===== src/rtl/divider.sv =====
// -----------------------------------------------------------------------------
// divider
//   Iterative restoring integer divider for DIV/DIVU in the execute stage.
//   Resolves one quotient bit per clock. Results are held until the next
//   accepted request completes.
//
//   Latency from the accepting edge k:
//     normal         : outputs load at edge k+WIDTH+1, done in the cycle after
//     divide by zero : outputs load at edge k+1, done in the cycle after
//
// Ports
//   clk        in   rising-edge clock
//   reset      in   asynchronous, active-high reset
//   start      in   request, accepted only while ready=1
//   d_signed   in   1 = signed (DIV), 0 = unsigned (DIVU); sampled with start
//   src_a      in   dividend; sampled with start
//   src_b      in   divisor; sampled with start
//   ready      out  idle, able to accept start
//   done       out  single-cycle pulse, results valid
//   quotient   out  registered quotient
//   remainder  out  registered remainder
//   div_zero   out  divisor was zero (held with the results)
// -----------------------------------------------------------------------------
module divider #(
  parameter int WIDTH = 32
) (
  input  logic             clk,
  input  logic             reset,
  input  logic             start,
  input  logic             d_signed,
  input  logic [WIDTH-1:0] src_a,
  input  logic [WIDTH-1:0] src_b,
  output logic             ready,
  output logic             done,
  output logic [WIDTH-1:0] quotient,
  output logic [WIDTH-1:0] remainder,
  output logic             div_zero
);

  localparam int CW = $clog2(WIDTH);
  localparam logic [CW-1:0] LAST_ITER = CW'(WIDTH - 1);

  typedef enum logic [1:0] {
    IDLE = 2'd0,
    RUN  = 2'd1,
    FIX  = 2'd2,
    DONE = 2'd3
  } state_t;

  state_t           state_q,  state_d;
  logic             sgn_q,    sgn_d;     // signed operation
  logic             neg_a_q,  neg_a_d;   // dividend was negative
  logic             neg_b_q,  neg_b_d;   // divisor was negative
  logic             zero_q,   zero_d;    // divisor was zero
  logic [WIDTH-1:0] rem_q,    rem_d;     // partial remainder
  logic [WIDTH-1:0] dvd_q,    dvd_d;     // dividend shifting out, quotient shifting in
  logic [WIDTH-1:0] dvs_q,    dvs_d;     // divisor magnitude
  logic [CW-1:0]    cnt_q,    cnt_d;     // iteration counter
  logic [WIDTH-1:0] quo_q,    quo_d;
  logic [WIDTH-1:0] rmd_q,    rmd_d;
  logic             dz_q,     dz_d;

  logic [WIDTH:0]   shifted;
  logic [WIDTH:0]   diff;

  always_comb begin
    // NOTE: every variable gets a default before the case statement, so no
    // path through this block leaves one unassigned and no latch is inferred.
    state_d = state_q;
    sgn_d   = sgn_q;
    neg_a_d = neg_a_q;
    neg_b_d = neg_b_q;
    zero_d  = zero_q;
    rem_d   = rem_q;
    dvd_d   = dvd_q;
    dvs_d   = dvs_q;
    cnt_d   = cnt_q;
    quo_d   = quo_q;
    rmd_d   = rmd_q;
    dz_d    = dz_q;

    // The partial remainder is always below the divisor, so the shifted value
    // is below twice the divisor. A negative trial result therefore always
    // lands with bit WIDTH set, while a non-negative one always fits in WIDTH
    // bits: bit WIDTH alone is the sign of the trial subtraction.
    shifted = {rem_q, dvd_q[WIDTH-1]};
    diff    = shifted - {1'b0, dvs_q};

    unique case (state_q)
      IDLE: begin
        if (start) begin
          sgn_d   = d_signed;
          neg_a_d = d_signed & src_a[WIDTH-1];
          neg_b_d = d_signed & src_b[WIDTH-1];
          zero_d  = (src_b == '0);
          dvd_d   = (d_signed && src_a[WIDTH-1]) ? -src_a : src_a;
          dvs_d   = (d_signed && src_b[WIDTH-1]) ? -src_b : src_b;
          rem_d   = '0;
          cnt_d   = '0;
          if (src_b == '0) begin
            // No iterations: keep the raw dividend for the remainder output.
            dvd_d   = src_a;
            state_d = FIX;
          end else begin
            state_d = RUN;
          end
        end
      end

      RUN: begin
        if (diff[WIDTH]) begin
          rem_d = shifted[WIDTH-1:0];               // restore
          dvd_d = {dvd_q[WIDTH-2:0], 1'b0};
        end else begin
          rem_d = diff[WIDTH-1:0];                  // keep difference
          dvd_d = {dvd_q[WIDTH-2:0], 1'b1};
        end
        cnt_d = cnt_q + CW'(1);
        if (cnt_q == LAST_ITER) state_d = FIX;
      end

      FIX: begin
        if (zero_q) begin
          quo_d = '1;
          rmd_d = dvd_q;
          dz_d  = 1'b1;
        end else begin
          // Most-negative / -1 needs no special case: both signs negative,
          // so the magnitude quotient 2**(WIDTH-1) is passed through as is.
          quo_d = (sgn_q && (neg_a_q != neg_b_q)) ? -dvd_q : dvd_q;
          rmd_d = (sgn_q && neg_a_q) ? -rem_q : rem_q;
          dz_d  = 1'b0;
        end
        state_d = DONE;
      end

      DONE: state_d = IDLE;

      default: state_d = IDLE;
    endcase
  end

  // NOTE: state registers use non-blocking assignments so every flop samples
  // its _d value from before the edge, independent of statement order.
  always_ff @(posedge clk or posedge reset) begin
    if (reset) begin
      state_q <= IDLE;
      sgn_q   <= 1'b0;
      neg_a_q <= 1'b0;
      neg_b_q <= 1'b0;
      zero_q  <= 1'b0;
      rem_q   <= '0;
      dvd_q   <= '0;
      dvs_q   <= '0;
      cnt_q   <= '0;
      quo_q   <= '0;
      rmd_q   <= '0;
      dz_q    <= 1'b0;
    end else begin
      state_q <= state_d;
      sgn_q   <= sgn_d;
      neg_a_q <= neg_a_d;
      neg_b_q <= neg_b_d;
      zero_q  <= zero_d;
      rem_q   <= rem_d;
      dvd_q   <= dvd_d;
      dvs_q   <= dvs_d;
      cnt_q   <= cnt_d;
      quo_q   <= quo_d;
      rmd_q   <= rmd_d;
      dz_q    <= dz_d;
    end
  end

  assign ready     = (state_q == IDLE);
  assign done      = (state_q == DONE);
  assign quotient  = quo_q;
  assign remainder = rmd_q;
  assign div_zero  = dz_q;

endmodule

===== config.mk =====
export PLATFORM = sky130hd
export DESIGN_NAME = divider
export DESIGN_NICKNAME = d
export VERILOG_FILES = /design/src/rtl/divider.sv
export SDC_FILE = /design/constraint.sdc
export NUM_CORES = 1
export LEC_CHECK = 0
export ABC_AREA = 1
export ABC_CLOCK_PERIOD_IN_PS = 18130
export CORE_ASPECT_RATIO = 0.7
export CORE_UTILIZATION = 50
export CTS_CLUSTER_DIAMETER = 80
export DETAILED_ROUTE_END_ITERATION = 8
export GPL_TIMING_DRIVEN = 0
export HOLD_SLACK_MARGIN = 0.02
export PLACE_DENSITY = 0.71
export SLEW_MARGIN = 25
export SYNTH_ARGS = -nofsm -noshare
export SYNTH_HDL_FRONTEND = slang
export SYNTH_SLANG_ARGS = --single-unit
export TNS_END_PERCENT = 1

===== constraint.sdc =====
create_clock -name clk -period 18.13 [get_ports clk]
set_input_delay 3.626 -clock clk [delete_from_list [all_inputs] [get_ports clk]]
set_output_delay 3.626 -clock clk [all_outputs]
set_load 0.01 [all_outputs]

==> out/summary.txt, run 1 <==
Outcome -> complete, no violations
Post-CTS Repair Setup Buffers -> 0
Area contributors post-synth -> dfrtp_1, nand2_1, nand3_1
Post-synth cell types -> 50
Clk Latency, worst-skew pair -> 440 ps
Height of the die -> 140.4 µm
Clock power frac -> 11.2%
Mapped Area -> 13690 µm²
EDFF count, synth -> 0
IO Pins -> 135
Clk buf depth -> 2
Routed len/inst -> 18.25 µm
CP bufs+invs -> 3
Sequential cell area -> 4304 µm²
HP Class -> reg -> reg
Fin nets -> 2432
Clock-pin slew on the worst setup and hold paths -> 70 ps
Via count -> 14.89k
Asr flop ratio synth -> 100.0%
PD cells -> 202.0 nW/µm²
Switching power -> 1.758 mW
Most used cells in the layout excluding fill and tap cells -> nand2_1, inv_1, nand3_1
Syn avg cell area -> 6.317 µm²
Sequential area share after synthesis -> 31.44%
Critical-path cell list -> clkdlybuf4s50_1 > inv_1 > ha_1 > nand2_1 > nor2_4 > nand4_1 > nor2_2 > nor2_4 > buf_2 > nand2_1 > nand2_1 > nand3_1 > nand2_1 > nand2_1
Final ANT Viol Nets -> 0
H-Tree Depth -> 4
Relative slew slack -> 33.89%
Initial antenna violation count -> 0
Total internal power -> 1.493 mW
Total GRT Usage -> 35.96%
Syn-to-layout area delta -> 17.58%
Count of cells resized by post-cts repair -> 0
Row count -> 50
Final Cycle Share -> 31.26%
Hold Buf Count CTS -> 0
DRC -> 0
Clk root buf -> clkbuf_16
Multi-input logic area -> 7818 µm²
Layout cells sized above 1 -> 5.741%
Req. time, crit path -> 18450 ps
Synthesis Warnings -> 0
N_diodes -> 0
Sink Count -> 172
RSZ-0062 raised after global routing -> no
Most used cell, CP -> nand2_1
Final hold viol count -> 0
Final setup viols -> 0
Ys flop type -> dfrtp_1
First-pass GRT wire length -> 75650 µm
Final hold slack -> 487.9 ps
Routed wire length -> 49250 µm
# port buffers -> 134
Vias/cell -> 5.517
# fillers -> 2602
Leakage -> 8.219 nW
Max Cap Viol -> 0
Total gr overflow -> 0
FF+latch count, synth -> 172
Final slew viol count -> 0
Post-Route Skew -> 12.23 ps
Total CTS buffers -> 17
Startpoint types -> input port
DP Wirelength -> 39970 µm
Slowest-stage cell, CP -> clkdlybuf4s50_1
Worst-margin pin slew -> 982.7 ps
Vias in the first global route -> 13.52k
Die X -> 199.8 µm
Initial core utilization -> 51.00%
GPL Wtd Cong -> 0.9912
First drt pass iteration count -> 6
Family with the most delay on the worst path -> simple AND/OR/NAND/NOR gates
Largest net degree at the start of global routing -> 94
Switching Share -> 54.07%
Critical Path AT -> 5990 ps
Syn Nets -> 2278
Post-layout minimum cycle time -> 5667 ps
Die area -> 28050 µm²
Worst vdd ir -> 0.08519 mV
Mapped Cells -> 2167
TritonCTS clock tree -> built
Core area -> 26840 µm²
Setup TNS -> 0 ps
Crit end category -> flip-flop
Crit path largest cell delay -> 450 ps
Comb power frac -> 66.0%
Register share of total power -> 22.9%
Layout Utilization -> 59.97%
Synth area leader -> dfrtp_1
DR iter-0 viols -> 1541
CP Class -> in -> reg
Synth top area share -> 31.44%
Most common cell after layout, fill and taps aside -> nand2_1
Achievable Freq -> 0.1765 GHz
Crit-path max FO -> 10
[registers in the layout, indices dropped and copies added, names as in the netlist]
register   count
state_q        2
sgn_q          1
rem_q         32
neg_a_q        1
div_zero       1
neg_b_q        1
dvs_q         32
dvd_q         32
zero_q         1
quotient      32
cnt_q          5
remainder     32
[synthesized netlist by cell type (5+ instances only)]
library cell	instances
a21oi_1	77
a31oi_1	15
buf_1	7
buf_2	17
clkbuf_1	39
dfrtp_1	172
ha_1	42
inv_1	325
inv_2	9
nand2_1	709
nand2_2	32
nand2_4	5
nand3_1	247
nand3b_1	11
nand4_1	24
nor2_1	153
nor2_2	9
nor2_4	5
nor3_1	34
o211ai_1	18
o21ai_0	93
o21ai_1	6
o21bai_1	9
o221ai_1	9
o22ai_1	11
o31ai_1	5
or2_2	9
xnor2_1	13
xor2_1	27
[area by class of cell]
class | instances | area share, %
clock inverter | 11 | 0.7075
sequential | 172 | 26.74
buffer | 66 | 1.897
clock buffer | 21 | 2.861
tap | 364 | 2.830
multi-input combinational | 1593 | 48.57
inverter | 336 | 7.883
timing repair buffer | 135 | 8.505
[kinds of logic (layout without fill, tap and decap cells)]
group           Yosys count  count (layout)  synth area share, %
xor+xnor                 40              40                2.559
buf+inv                 402             569                11.44
flops                   172             172                31.44
simple gates           1253            1253                39.66
fa+ha+maj                43              43                3.985
compound gates          257             257                10.91
[metrics by stage]
stage / worst slack, ps / instance area [µm²] / cells / power [mW]
final: 12460 / 16090 / 2698 / 3.251
after global routing: 12270 / 16090 / 2698 / 3.519
after CTS: 12550 / 16090 / 2698 / 3.201
after detailed placement: 12100 / 15520 / 2666 / 2.829
after global placement: 7417 / 15480 / 2665 / 2.799
after floorplan: 9844 / 13690 / 2167 / 2.117
[tightest hold or removal path: cells and delay by family (launching register included)]
kind	cells	cell delay (ps)
AO/OA/AOI/OAI	1	60
flip-flops	1	350
AND/OR/NAND/NOR	1	50
[power by group through the flow]
stage          logic [mW]  registers [mW]  clock network (mW)
3_5_place_dp         2.09           0.739                   0
6_report             2.14           0.743               0.363
2_1_floorplan        1.41           0.704                   0
5_1_grt              2.38           0.757               0.379
4_1_cts              2.10           0.735               0.363
3_3_place_gp         2.06           0.735                   0
[path summary, 6_finish.rpt]
kind	startpoint	to	slack [ps]	depth (start not counted)
max in group asynchronous	reset	dvd_q[1]$_DFFE_PP0P_	13590	3
setup / recovery	src_b[0]	dvd_q[9]$_DFFE_PP0P_	12460	14
setup reg to reg	state_q[0]$_DFFE_PP0P_	rem_q[31]$_DFFE_PP0P_	15380	9
hold / removal	dvs_q[12]$_DFFE_PP0P_	dvs_q[12]$_DFFE_PP0P_	490	2
min in group asynchronous	reset	remainder[0]$_DFFE_PP0P_	3690	2
hold reg to reg	dvs_q[12]$_DFFE_PP0P_	dvs_q[12]$_DFFE_PP0P_	490	2
[layer usage]
metal | global-route usage (%) | vias up | routed length [µm]
met4 | 6.830 | 0 | 691
met5 | 0 | - | 0
met2 | 47.39 | 725 | 18690
met3 | 11.56 | 50 | 6106
li1 | - | 7222 | -
met1 | 56.04 | 6889 | 23760
(Power assumes the default switching activity.)
==> run 2: changes to the inputs <==
Settings changed: ABC_CLOCK_PERIOD_IN_PS 18130 to 5750.
Clock period 18.13 ns to 5.75 ns, I/O delays scaled along.
==> run 2 against run 1 <==
Setup slack worse by 9900 ps; non-clock buffer count rose by 5; clock skew fell by 2.7 ps; power rose to 3.2 times the previous value; sequential share of layout area decreased by 0.28 points; via count is 0.17% higher; sequential cell count unchanged; global-route usage is 0.19 points higher; first-iteration DRC count is 8.2% higher; sequential power rose to 3.1 times the previous value; die area unchanged; critical path type unchanged; critical endpoint is now dvd_q[4]$_DFFE_PP0P_; largest cell class unchanged; largest power group unchanged; highest routed layer unchanged.
==> out/summary.txt, run 2 (same netlist as run 1, synthesis figures left out) <==
Outcome -> complete, no violations (unchanged)
RSZ-0062 raised after global routing -> no (unchanged)
Relative slew slack -> 39.10% (was 33.89%)
Sink Count -> 172 (unchanged)
Total CTS buffers -> 17 (unchanged)
TritonCTS clock tree -> built (unchanged)
Crit end category -> flip-flop (unchanged)
Multi-input logic area -> 7818 µm² (unchanged)
# port buffers -> 134 (unchanged)
Leakage -> 8.297 nW (was 8.219 nW)
Fin nets -> 2437 (was 2432)
Startpoint types -> input port (unchanged)
Vias in the first global route -> 13.37k (was 13.52k)
Slowest-stage cell, CP -> clkdlybuf4s50_1 (unchanged)
Final instance area -> 16270 µm² (was 16090 µm²)
Core area -> 26840 µm² (unchanged)
Area post-placement -> 15620 µm² (was 15520 µm²)
GPL Wtd Cong -> 1.000 (was 0.9912)
Clk Latency, worst-skew pair -> 450 ps (was 440 ps)
N_diodes -> 0 (unchanged)
Via count -> 14.91k (was 14.89k)
DRC -> 0 (unchanged)
First-pass GRT wire length -> 75530 µm (was 75650 µm)
Final setup viols -> 0 (unchanged)
Achievable Freq -> 0.3163 GHz
Final instance count without filler cells -> 2703 (was 2698)
DR iter-0 viols -> 1667 (was 1541)
CP Class -> in -> reg (unchanged)
Die area -> 28050 µm² (unchanged)
Setup TNS -> 0 ps (unchanged)
Max Cap Viol -> 0 (unchanged)
Row count -> 50 (unchanged)
Post-Route Skew -> 9.547 ps (was 12.23 ps)
Most used cell, CP -> nand2_1 (unchanged)
Most used cells in the layout excluding fill and tap cells -> nand2_1, inv_1, nand3_1 (unchanged)
PD cells -> 642.3 nW/µm² (was 202.0 nW/µm²)
Clk root buf -> clkbuf_16 (unchanged)
Layout cells sized above 1 -> 5.985% (was 5.741%)
CP bufs+invs -> 2 (was 3)
Post-CTS Repair Setup Buffers -> 0 (unchanged)
Clock-pin slew on the worst setup and hold paths -> 70 ps (about the same)
Routed wire length -> 49510 µm (was 49250 µm)
H-Tree Depth -> 4 (unchanged)
Crit-path max FO -> 9 (was 10)
Most common cell after layout, fill and taps aside -> nand2_1 (unchanged)
Family with the most delay on the worst path -> simple AND/OR/NAND/NOR gates (unchanged)
Routed len/inst -> 18.32 µm (was 18.25 µm)
Hold Buf Count CTS -> 0 (unchanged)
Die X -> 199.8 µm (unchanged)
Critical-path cell list -> clkdlybuf4s50_1 > inv_1 > ha_1 > nand2_1 > nor2_4 > nand2_2 > nor2_1 > nand3_2 > nand2_2 > o21ai_0 > nand3_1 > nand2_1 > nand2_1 (was clkdlybuf4s50_1 > inv_1 > ha_1 > nand2_1 > nor2_4 > nand4_1 > nor2_2 > nor2_4 > buf_2 > nand2_1 > nand2_1 > nand3_1 > nand2_1 > nand2_1)
Crit path largest cell delay -> 410 ps (was 450 ps)
Final slew viol count -> 0 (unchanged)
Vias/cell -> 5.517 (about the same)
Req. time, crit path -> 6140 ps (was 18450 ps)
Final worst slack -> 2589 ps (was 12460 ps)
Worst vdd ir -> 0.2528 mV (was 0.08519 mV)
Final hold viol count -> 0 (unchanged)
Clk buf depth -> 2 (unchanged)
# fillers -> 2580 (was 2602)
Count of cells resized by post-cts repair -> 0 (unchanged)
HP Class -> reg -> reg (unchanged)
Critical Path AT -> 3550 ps (was 5990 ps)
Post-layout minimum cycle time -> 3161 ps
Total GRT Usage -> 36.14% (was 35.96%)
Syn-to-layout area delta -> 18.83% (was 17.58%)
First drt pass iteration count -> 6 (unchanged)
Pre-CTS WS -> 2180 ps (was 12100 ps)
Initial core utilization -> 51.00% (unchanged)
Initial antenna violation count -> 1 (was 0)
Final Cycle Share -> 54.98%
Total gr overflow -> 0 (unchanged)
Worst-margin pin slew -> 905.2 ps (was 982.7 ps)
Placed insts -> 2671 (was 2666)
Tot Pwr -> 10.45 mW (was 3.251 mW)
IO Pins -> 135 (unchanged)
Final ANT Viol Nets -> 0 (unchanged)
Sequential cell area -> 4304 µm² (unchanged)
Largest net degree at the start of global routing -> 33 (was 94)
DP Wirelength -> 40490 µm (was 39970 µm)
Height of the die -> 140.4 µm (unchanged)
## run 2: changes by cell type in the layout (fill, tap and decap cells not counted)
cell / delta
clkinv_4: -6
inv_8: -2
inv_6: +5
clkinv_2: -1
clkbuf_1: -1
clkinvlp_4: +1
clkbuf_8: +1
buf_12: +5
bufinv_16: +3
## run 2: path summary, 6_finish.rpt
| path | startpoint | end | slack (ps) | depth (start not counted) |
|---|---|---|---|---|
| setup reg to reg | state_q[0]$_DFFE_PP0P_ | dvd_q[0]$_DFFE_PP0P_ | 3050 | 9 |
| hold reg to reg | quotient[23]$_DFFE_PP0P_ | quotient[23]$_DFFE_PP0P_ | 470 | 2 |
| max in group asynchronous | reset | dvs_q[27]$_DFFE_PP0P_ | 3770 | 5 |
| hold / removal | quotient[23]$_DFFE_PP0P_ | quotient[23]$_DFFE_PP0P_ | 470 | 2 |
| setup / recovery | src_b[1] | dvd_q[4]$_DFFE_PP0P_ | 2590 | 13 |
| min in group asynchronous | reset | quotient[0]$_DFFE_PP0P_ | 1030 | 2 |
## run 2: per-layer routing
metal | routed length [µm] | global-route usage, % | share of wire (%)
met3 | 6566 | 13.56 | 13
met5 | 0 | 0 | 0
met4 | 692 | 7.513 | 1.4
met1 | 23350 | 55.49 | 47
met2 | 18900 | 46.95 | 38
## run 2: through the flow
stage	util, %	hold slack (ps)
after floorplan	-	449.1
after global placement	57.71	458.9
after detailed placement	58.19	458.4
after CTS	60.61	476.8
after global routing	60.61	500.9
final	60.61	474.2
## run 2: cell type report
class,instances,area share [%]
Timing Repair Buffer,140,9.031
Inverter,336,7.777
Tap cell,364,2.800
Multi-Input combinational cell,1593,48.06
Buffer,66,1.877
Clock buffer,21,2.892
Clock inverter,11,1.100
Sequential cell,172,26.46
## run 2: where the power goes
group          total (mW)  switching, mW  internal (mW)
clock network        1.30          0.530          0.770
registers            2.34          0.575           1.77
logic                6.80           4.48           2.32
## run 2: worst min-delay path: stages, from the launching register on
cell and delay [ps]:
dfrtp_1 340, o21ai_1 60, inv_1 40
